### config.mk
export PLATFORM = sky130hd
export DESIGN_NAME = vend_scheduler
export DESIGN_NICKNAME = d
export VERILOG_FILES = /design/src/rtl/vend_pkg.sv /design/src/rtl/rr_arbiter.sv /design/src/rtl/vend_scheduler.sv
export SDC_FILE = /design/constraint.sdc
export NUM_CORES = 1
export LEC_CHECK = 0
export ABC_AREA = 0
export CAP_MARGIN = 20
export CORE_ASPECT_RATIO = 1.4
export CORE_MARGIN = 8
export CORE_UTILIZATION = 30
export DETAILED_ROUTE_END_ITERATION = 8
export GPL_ROUTABILITY_DRIVEN = 0
export PLACE_DENSITY = 0.63
export SYNTH_ARGS = -nofsm -noshare
export SYNTH_HDL_FRONTEND = slang
export SYNTH_SLANG_ARGS = --single-unit
export TNS_END_PERCENT = 30
### constraint.sdc
create_clock -name clk -period 6.4 [get_ports clk]
set_input_delay 1.28 -clock clk [delete_from_list [all_inputs] [get_ports clk]]
set_output_delay 1.28 -clock clk [all_outputs]
set_load 0.01 [all_outputs]
### src/rtl/vend_pkg.sv
// vend_pkg: shared coin codes, prices and scheduler state encoding
package vend_pkg;
  localparam logic [1:0] COIN_NONE = 2'b00;
  localparam logic [1:0] COIN_1 = 2'b01;
  localparam logic [1:0] COIN_2 = 2'b10;
  localparam logic [1:0] COIN_5 = 2'b11;
  localparam int DRINK_PRICE = 5;
  localparam int CHOC_PRICE = 3;
  typedef enum logic [1:0] {IDLE, START, VEND, RESP} sched_state_t;
endpackage

### src/rtl/rr_arbiter.sv
// rr_arbiter: one-hot round-robin pick, searching upward from last_owner+1 with wrap
module rr_arbiter #(
  parameter int N = 4,
  parameter int OW = 2
) (
  input  logic [N-1:0]  eligible,
  input  logic [OW-1:0] last_owner,
  output logic [N-1:0]  grant
);
  logic [OW-1:0] idx;
  // Scan farthest offset first so the nearest eligible panel overwrites the rest
  always_comb begin
    grant = '0;
    idx = '0;
    for (int k = N; k >= 1; k--) begin
      idx = OW'((int'(last_owner) + k) % N);
      if (eligible[idx]) grant = N'(1) << idx;
    end
  end
endmodule

### src/rtl/vend_scheduler.sv
// vend_scheduler: arbitrates customer panels onto one vending core and tracks stock
module vend_scheduler
  import vend_pkg::*;
#(
  parameter int N_REQ = 4,
  parameter int STOCK_W = 4,
  parameter int DRINK_INIT = 8,
  parameter int CHOC_INIT = 8,
  parameter int TIMEOUT = 200
) (
  input  logic               clk,
  input  logic               rst,
  input  logic [N_REQ-1:0]   req,
  input  logic [N_REQ-1:0]   req_sel,
  input  logic [2*N_REQ-1:0] req_coin,
  input  logic               refill,
  input  logic               refill_sel,
  input  logic [STOCK_W-1:0] refill_cnt,
  output logic               core_start,
  output logic               core_sel,
  output logic [1:0]         core_coin,
  output logic               core_rst,
  input  logic               core_product,
  input  logic [3:0]         core_change,
  input  logic               core_done,
  output logic [N_REQ-1:0]   gnt,
  output logic [N_REQ-1:0]   ack,
  output logic [N_REQ-1:0]   soldout,
  output logic               resp_product,
  output logic [3:0]         resp_change,
  output logic               resp_timeout,
  output logic               busy,
  output logic [STOCK_W-1:0] drink_stock,
  output logic [STOCK_W-1:0] choc_stock
);
  localparam int OW = $clog2(N_REQ);
  localparam int WW = $clog2(TIMEOUT + 1);
  sched_state_t state, nxt;
  logic [N_REQ-1:0] avail, eligible, rr_gnt;
  logic [OW-1:0] owner, last_owner, gidx;
  logic prod;
  logic [WW-1:0] wd;
  logic expired, vend_end, idle_refill;
  assign eligible = req & avail;
  assign expired = state == VEND && !core_done && wd == WW'(TIMEOUT - 1);
  assign vend_end = state == VEND && (core_done || wd == WW'(TIMEOUT - 1));
  assign idle_refill = refill && state == IDLE;
  rr_arbiter #(.N(N_REQ), .OW(OW)) u_arb (
    .eligible(eligible),
    .last_owner(last_owner),
    .grant(rr_gnt)
  );
  // Per-panel stock availability for its chosen product, and index of the arbiter pick
  always_comb begin
    avail = '0;
    gidx = '0;
    for (int i = 0; i < N_REQ; i++) begin
      avail[i] = (req_sel[i] ? drink_stock : choc_stock) != '0;
      if (rr_gnt[i]) gidx = OW'(i);
    end
  end
  // Next-state: grant leaves IDLE, done or watchdog leaves VEND
  always_comb begin
    nxt = state;
    nxt = state == IDLE ? (|eligible ? START : IDLE) :
          state == START ? VEND :
          state == VEND ? (vend_end ? RESP : VEND) : IDLE;
  end
  // State register
  always_ff @(posedge clk or posedge rst) begin
    if (rst) state <= IDLE;
    else state <= nxt;
  end
  // Registered outputs, ownership, watchdog and stock counters
  always_ff @(posedge clk or posedge rst) begin
    if (rst) begin
      gnt <= '0;
      ack <= '0;
      soldout <= '0;
      core_start <= 1'b0;
      core_sel <= 1'b0;
      core_coin <= COIN_NONE;
      core_rst <= 1'b0;
      resp_product <= 1'b0;
      resp_change <= '0;
      resp_timeout <= 1'b0;
      busy <= 1'b0;
      owner <= '0;
      last_owner <= OW'(N_REQ - 1);
      prod <= 1'b0;
      wd <= '0;
      drink_stock <= STOCK_W'(DRINK_INIT);
      choc_stock <= STOCK_W'(CHOC_INIT);
    end else begin
      busy <= nxt != IDLE;
      core_start <= state == START;
      core_sel <= state == START && prod;
      core_coin <= nxt == VEND ? req_coin[2*owner +: 2] : COIN_NONE;
      core_rst <= expired;
      soldout <= state == IDLE ? req & ~avail : '0;
      ack <= vend_end ? N_REQ'(1) << owner : '0;
      wd <= state == START ? '0 : state == VEND ? wd + 1'b1 : wd;
      if (state == IDLE && |eligible) begin
        gnt <= rr_gnt;
        owner <= gidx;
        prod <= req_sel[gidx];
      end
      if (state == RESP) begin
        gnt <= '0;
        last_owner <= owner;
      end
      if (vend_end) begin
        resp_timeout <= !core_done;
        resp_product <= core_done && core_product;
        resp_change <= core_done ? core_change : 4'd0;
      end
      drink_stock <= idle_refill && refill_sel ? refill_cnt :
                     state == VEND && core_done && prod && drink_stock != '0 ? drink_stock - 1'b1 : drink_stock;
      choc_stock <= idle_refill && !refill_sel ? refill_cnt :
                    state == VEND && core_done && !prod && choc_stock != '0 ? choc_stock - 1'b1 : choc_stock;
    end
  end
endmodule

==> qor.txt <==
SETUP PATH
------------------------------------------------------------------------------------
CP bufs+invs ..........................................................            1
Crit end category .....................................................     register
Cell-by-cell listing of the critical path ............................. clkdlybuf4s50_1 -> nand2b_1 -> o22ai_1 -> mux2i_1 -> o22a_1 -> mux2_1 -> and3_1 -> o211a_1 -> o22a_1
Classification of the worst setup path ................................ primary input to register
Internal reg-to-reg setup slack .......................................      3.49 ns
Maximum single-stage delay on the critical path .......................      0.48 ns
Data required time of the critical path ...............................      6.57 ns
Crit path max-delay cell type ......................................... sky130_fd_sc_hd__clkdlybuf4s50_1
Crit path arrival time ................................................      3.75 ns
Kind of cell adding the most delay to the critical path ............... compound AO/OA/AOI/OAI gates
Cell mode on critical path ............................................ sky130_fd_sc_hd__o22a_1
Reg2Reg Depth .........................................................            8
Critical Path Source Type ............................................. primary input
Reg-to-reg endpoint ................................................... prod$_DFFE_PP0P_
Max Fanout on Critical Path ...........................................            8
Startpoint of the lowest-slack register-to-register path .............. drink_stock[0]$_DFFE_PP0P_

TIMING
------------------------------------------------------------------------------------
Post-route clock skew .................................................  0.007634 ns
Max-slew headroom .....................................................       0.4022
Final cycle utilization of the critical path ..........................       0.5583
Final hold viol count .................................................            0
Max Freq ..............................................................    279.9 MHz
Least-Margin Pin Slew .................................................    0.8870 ns
Final setup violation count ...........................................            0
Final Critical Period .................................................     3.573 ns
Final Max Tran Viols ..................................................            0
Setup TNS .............................................................         0 ns
Setup repair after global routing missed its margin ...................        false

SYNTHESIS
------------------------------------------------------------------------------------
Dominant combinational cell family by area after synthesis ............ simple AND/OR/NAND/NOR gates
Count of cell types in the netlist ....................................           50
Post-synthesis simple-gate area fraction ..............................       0.1859
Largest cells by area after synthesis ................................. sky130_fd_sc_hd__dfrtp_1 41%, sky130_fd_sc_hd__ha_1 6.2%, sky130_fd_sc_hd__nand2_1 5.3%
Count of flip-flops with a built-in enable after synthesis ............            0
Area share of the largest cell type after synthesis ...................       0.4099
Net count of the mapped netlist .......................................          308
Cell area after synthesis .............................................     2625 um2
Fraction of the mapped netlist area in compound gates .................       0.1792
Fraction of synthesized area in multiplexers ..........................      0.06721
Post-synthesis share of cell area spent on xor and xnor gates .........      0.01668
Syn. warnings .........................................................            0
Dominant cell type by area after synthesis ............................ sky130_fd_sc_hd__dfrtp_1
Share of flip-flops with an asynchronous set or reset after synthesis .        1.000
Avg Synthesized Cell Area .............................................    9.906 um2
Fraction of the mapped netlist area in adder cells ....................      0.06196
#FFs+latches synth ....................................................           47
Seq/Total Area, Yosys .................................................       0.4500
Commonest register cell after synthesis ............................... sky130_fd_sc_hd__dfrtp_1
Gate count of the mapped netlist ......................................          265

DETAILED ROUTING
------------------------------------------------------------------------------------
Detailed Routing Iterations Pass 1 ....................................            4
DRC violation count after routing .....................................            0
Wirelength per Cell ...................................................     14.74 um
Final antenna-violating net count .....................................            0
Number of DRC markers in iteration 0 ..................................           74
Number of vias per cell after detailed routing ........................        5.005
Total wirelength of the detailed-routed design ........................     6.382 mm
Total vias in the final route .........................................         2167

CTS
------------------------------------------------------------------------------------
CTS-repair resized insts ..............................................            0
CTS root buf .......................................................... sky130_fd_sc_hd__clkbuf_16
Clock slew seen by the registers of the worst setup and hold paths ....      0.07 ns
CTS tree ..............................................................        built
Number of buffers inserted for hold repair after clock tree synthesis .            0
Setup bufs post-CTS ...................................................            0
Latest clock arrival within the worst-skew pair .......................      0.29 ns
Deepest clock path buffer count .......................................            2
H-Tree Level Count ....................................................            2
Clk sinks .............................................................           47
Num CTS Buffers .......................................................            5

FLOORPLAN
------------------------------------------------------------------------------------
I/O pin count .........................................................           62
Area of the core region ...............................................     8558 um2
Die Area ..............................................................    12040 um2
Die Ht ................................................................     126.7 um
Number of core rows ...................................................           40
Die X-Extent ..........................................................     95.06 um
Initial core utilization ..............................................       0.3067

STATUS
------------------------------------------------------------------------------------
Run status ............................................................ finished, final reports clean

FINAL LAYOUT
------------------------------------------------------------------------------------
Fin area ..............................................................     3556 um2
Share of the core filled with cells in the final layout ...............       0.4155
Nets ..................................................................          370
Count of non-filler cells in the finished layout ......................          433
Synthesis-to-finish area growth .......................................       35.46%
Diode insertion count for antenna repair ..............................            0
Ratio of cells with drive above 1 in the final layout .................      0.09146

WORST HOLD PATH
------------------------------------------------------------------------------------
Endpoint of the worst hold-timing path ................................ resp_change[1]$_DFFE_PP0P_
Hold wc startpoint .................................................... resp_change[1]$_DFFE_PP0P_
Min-Delay Path Class .................................................. register to register
Hold Crit Depth .......................................................            1

PLACE
------------------------------------------------------------------------------------
Cell count after placement ............................................          424
Post-DP HPWL ..........................................................     5.013 mm
Buffers on Ports ......................................................           61
Total cell area at the placement stage ................................     3339 um2

GLOBAL ROUTE
------------------------------------------------------------------------------------
Global-route usage over all layers ....................................       0.1107
Wire length of the first global-routing pass ..........................     10.75 mm
Vias in the first global route ........................................         2246
Initial antenna violation count .......................................            0
Leftover overflow at the end of global routing ........................            0
Pin count of the biggest net entering global routing ..................           48

POWER AND IR DROP
------------------------------------------------------------------------------------
PD cells .............................................................. 490.0 nW/um2
Total leakage power ...................................................     1.532 nW
Maximum VDD drop ......................................................    0.2134 mV

FLOW RUN
------------------------------------------------------------------------------------
Total of max-cap violations ...........................................            0

## metal layers
metal  part of all wire  global-route usage  up-vias  wire (um)
met1               0.39              0.1244     1046       2518
met4              0.015             0.04059        0         95
met3              0.044             0.02184        8        282
met2               0.55              0.1979       51       3486
li1                   -                   -     1062          -
met5                  0                   0        -          0
## cells in the mapped netlist (3+ instances only)
master	n
sky130_fd_sc_hd__and2_1	3
sky130_fd_sc_hd__nand3_1	7
sky130_fd_sc_hd__o21ai_0	18
sky130_fd_sc_hd__mux2i_1	3
sky130_fd_sc_hd__dfstp_2	4
sky130_fd_sc_hd__mux4_2	4
sky130_fd_sc_hd__a211o_1	3
sky130_fd_sc_hd__a22o_1	5
sky130_fd_sc_hd__nor2b_1	3
sky130_fd_sc_hd__nand2b_1	4
sky130_fd_sc_hd__a31oi_1	3
sky130_fd_sc_hd__clkbuf_1	6
sky130_fd_sc_hd__inv_1	17
sky130_fd_sc_hd__xor2_1	3
sky130_fd_sc_hd__nor3_1	3
sky130_fd_sc_hd__o22ai_1	7
sky130_fd_sc_hd__nor2_1	13
sky130_fd_sc_hd__o2111ai_2	3
sky130_fd_sc_hd__ha_1	13
sky130_fd_sc_hd__mux2_1	3
sky130_fd_sc_hd__dfrtp_1	43
sky130_fd_sc_hd__and3_1	8
sky130_fd_sc_hd__nor3b_1	4
sky130_fd_sc_hd__a21oi_1	16
sky130_fd_sc_hd__nand2_1	37
## cell type report
class / instances / area, um2
tap: 105 / 131.4
multi-input combinational: 192 / 1341
clock inverter: 3 / 71.32
inverter: 18 / 67.56
fill: 810 / 5002
sequential: 47 / 1181
clock buffer: 5 / 125.1
timing repair buffer: 63 / 638.1
## sequential cells by signal (all words and copies together), names as in the netlist, 4 cells and up
signal / cells
wd: 8
ack: 4
choc_stock: 4
drink_stock: 4
gnt: 4
resp_change: 4
soldout: 4
## kinds of logic after synthesis
family | Yosys count
XOR/XNOR | 5
adder cells (fa/ha/maj) | 13
multiplexers | 12
flip-flops | 47
AND/OR/NAND/NOR | 92
buffers and inverters | 26
AO/OA/AOI/OAI | 70
## worst reg2reg max path: cells and delay by family (launching register included)
family	cells	cell delay, ns
compound gates	4	1.02
simple gates	2	0.72
mux	2	0.62
flops	1	0.45
## report_power, final
part	switching, mW	total (mW)	internal (mW)
logic	0.447	0.867	0.420
registers	0.119	0.532	0.413
clock network	0.117	0.344	0.227
total	0.683	1.74	1.06
## cell usage in the layout, fill, tap and decap left out, types with 4 or more instances in the layout
master / n
sky130_fd_sc_hd__a22o_1: 5
sky130_fd_sc_hd__nand2_1: 37
sky130_fd_sc_hd__a21oi_1: 16
sky130_fd_sc_hd__o21ai_0: 18
sky130_fd_sc_hd__nor3b_1: 4
sky130_fd_sc_hd__nor2_1: 13
sky130_fd_sc_hd__clkbuf_16: 5
sky130_fd_sc_hd__ha_1: 13
sky130_fd_sc_hd__dfstp_2: 4
sky130_fd_sc_hd__nand3_1: 7
sky130_fd_sc_hd__mux4_2: 4
sky130_fd_sc_hd__and3_1: 8
sky130_fd_sc_hd__inv_1: 16
sky130_fd_sc_hd__dfrtp_1: 43
sky130_fd_sc_hd__clkdlybuf4s50_1: 61
sky130_fd_sc_hd__o22ai_1: 7
sky130_fd_sc_hd__nand2b_1: 4
## metrics by stage
step,hold slack (ns),worst slack (ns),power [mW]
6_report,0.5030,2.827,1.743
5_1_grt,0.5280,2.688,1.879
4_1_cts,0.5077,2.859,1.762
3_5_place_dp,0.4849,2.566,1.411
3_3_place_gp,0.4844,2.662,1.392
2_1_floorplan,0.4854,3.274,1.103
## worst max path at each step
stage                     cells after the start               end  startpoint  slack, ns
after floorplan                               9  prod$_DFFE_PP0P_  req_sel[1]       3.27
after global placement                        9  prod$_DFFE_PP0P_  req_sel[1]       2.66
after detailed placement                      9  prod$_DFFE_PP0P_  req_sel[1]       2.57
after CTS                                     9  prod$_DFFE_PP0P_  req_sel[1]       2.86
after global routing                          9  prod$_DFFE_PP0P_  req_sel[3]       2.69
final                                         9  prod$_DFFE_PP0P_  req_sel[1]       2.83
Note: power is estimated with default switching activity, not from simulation.
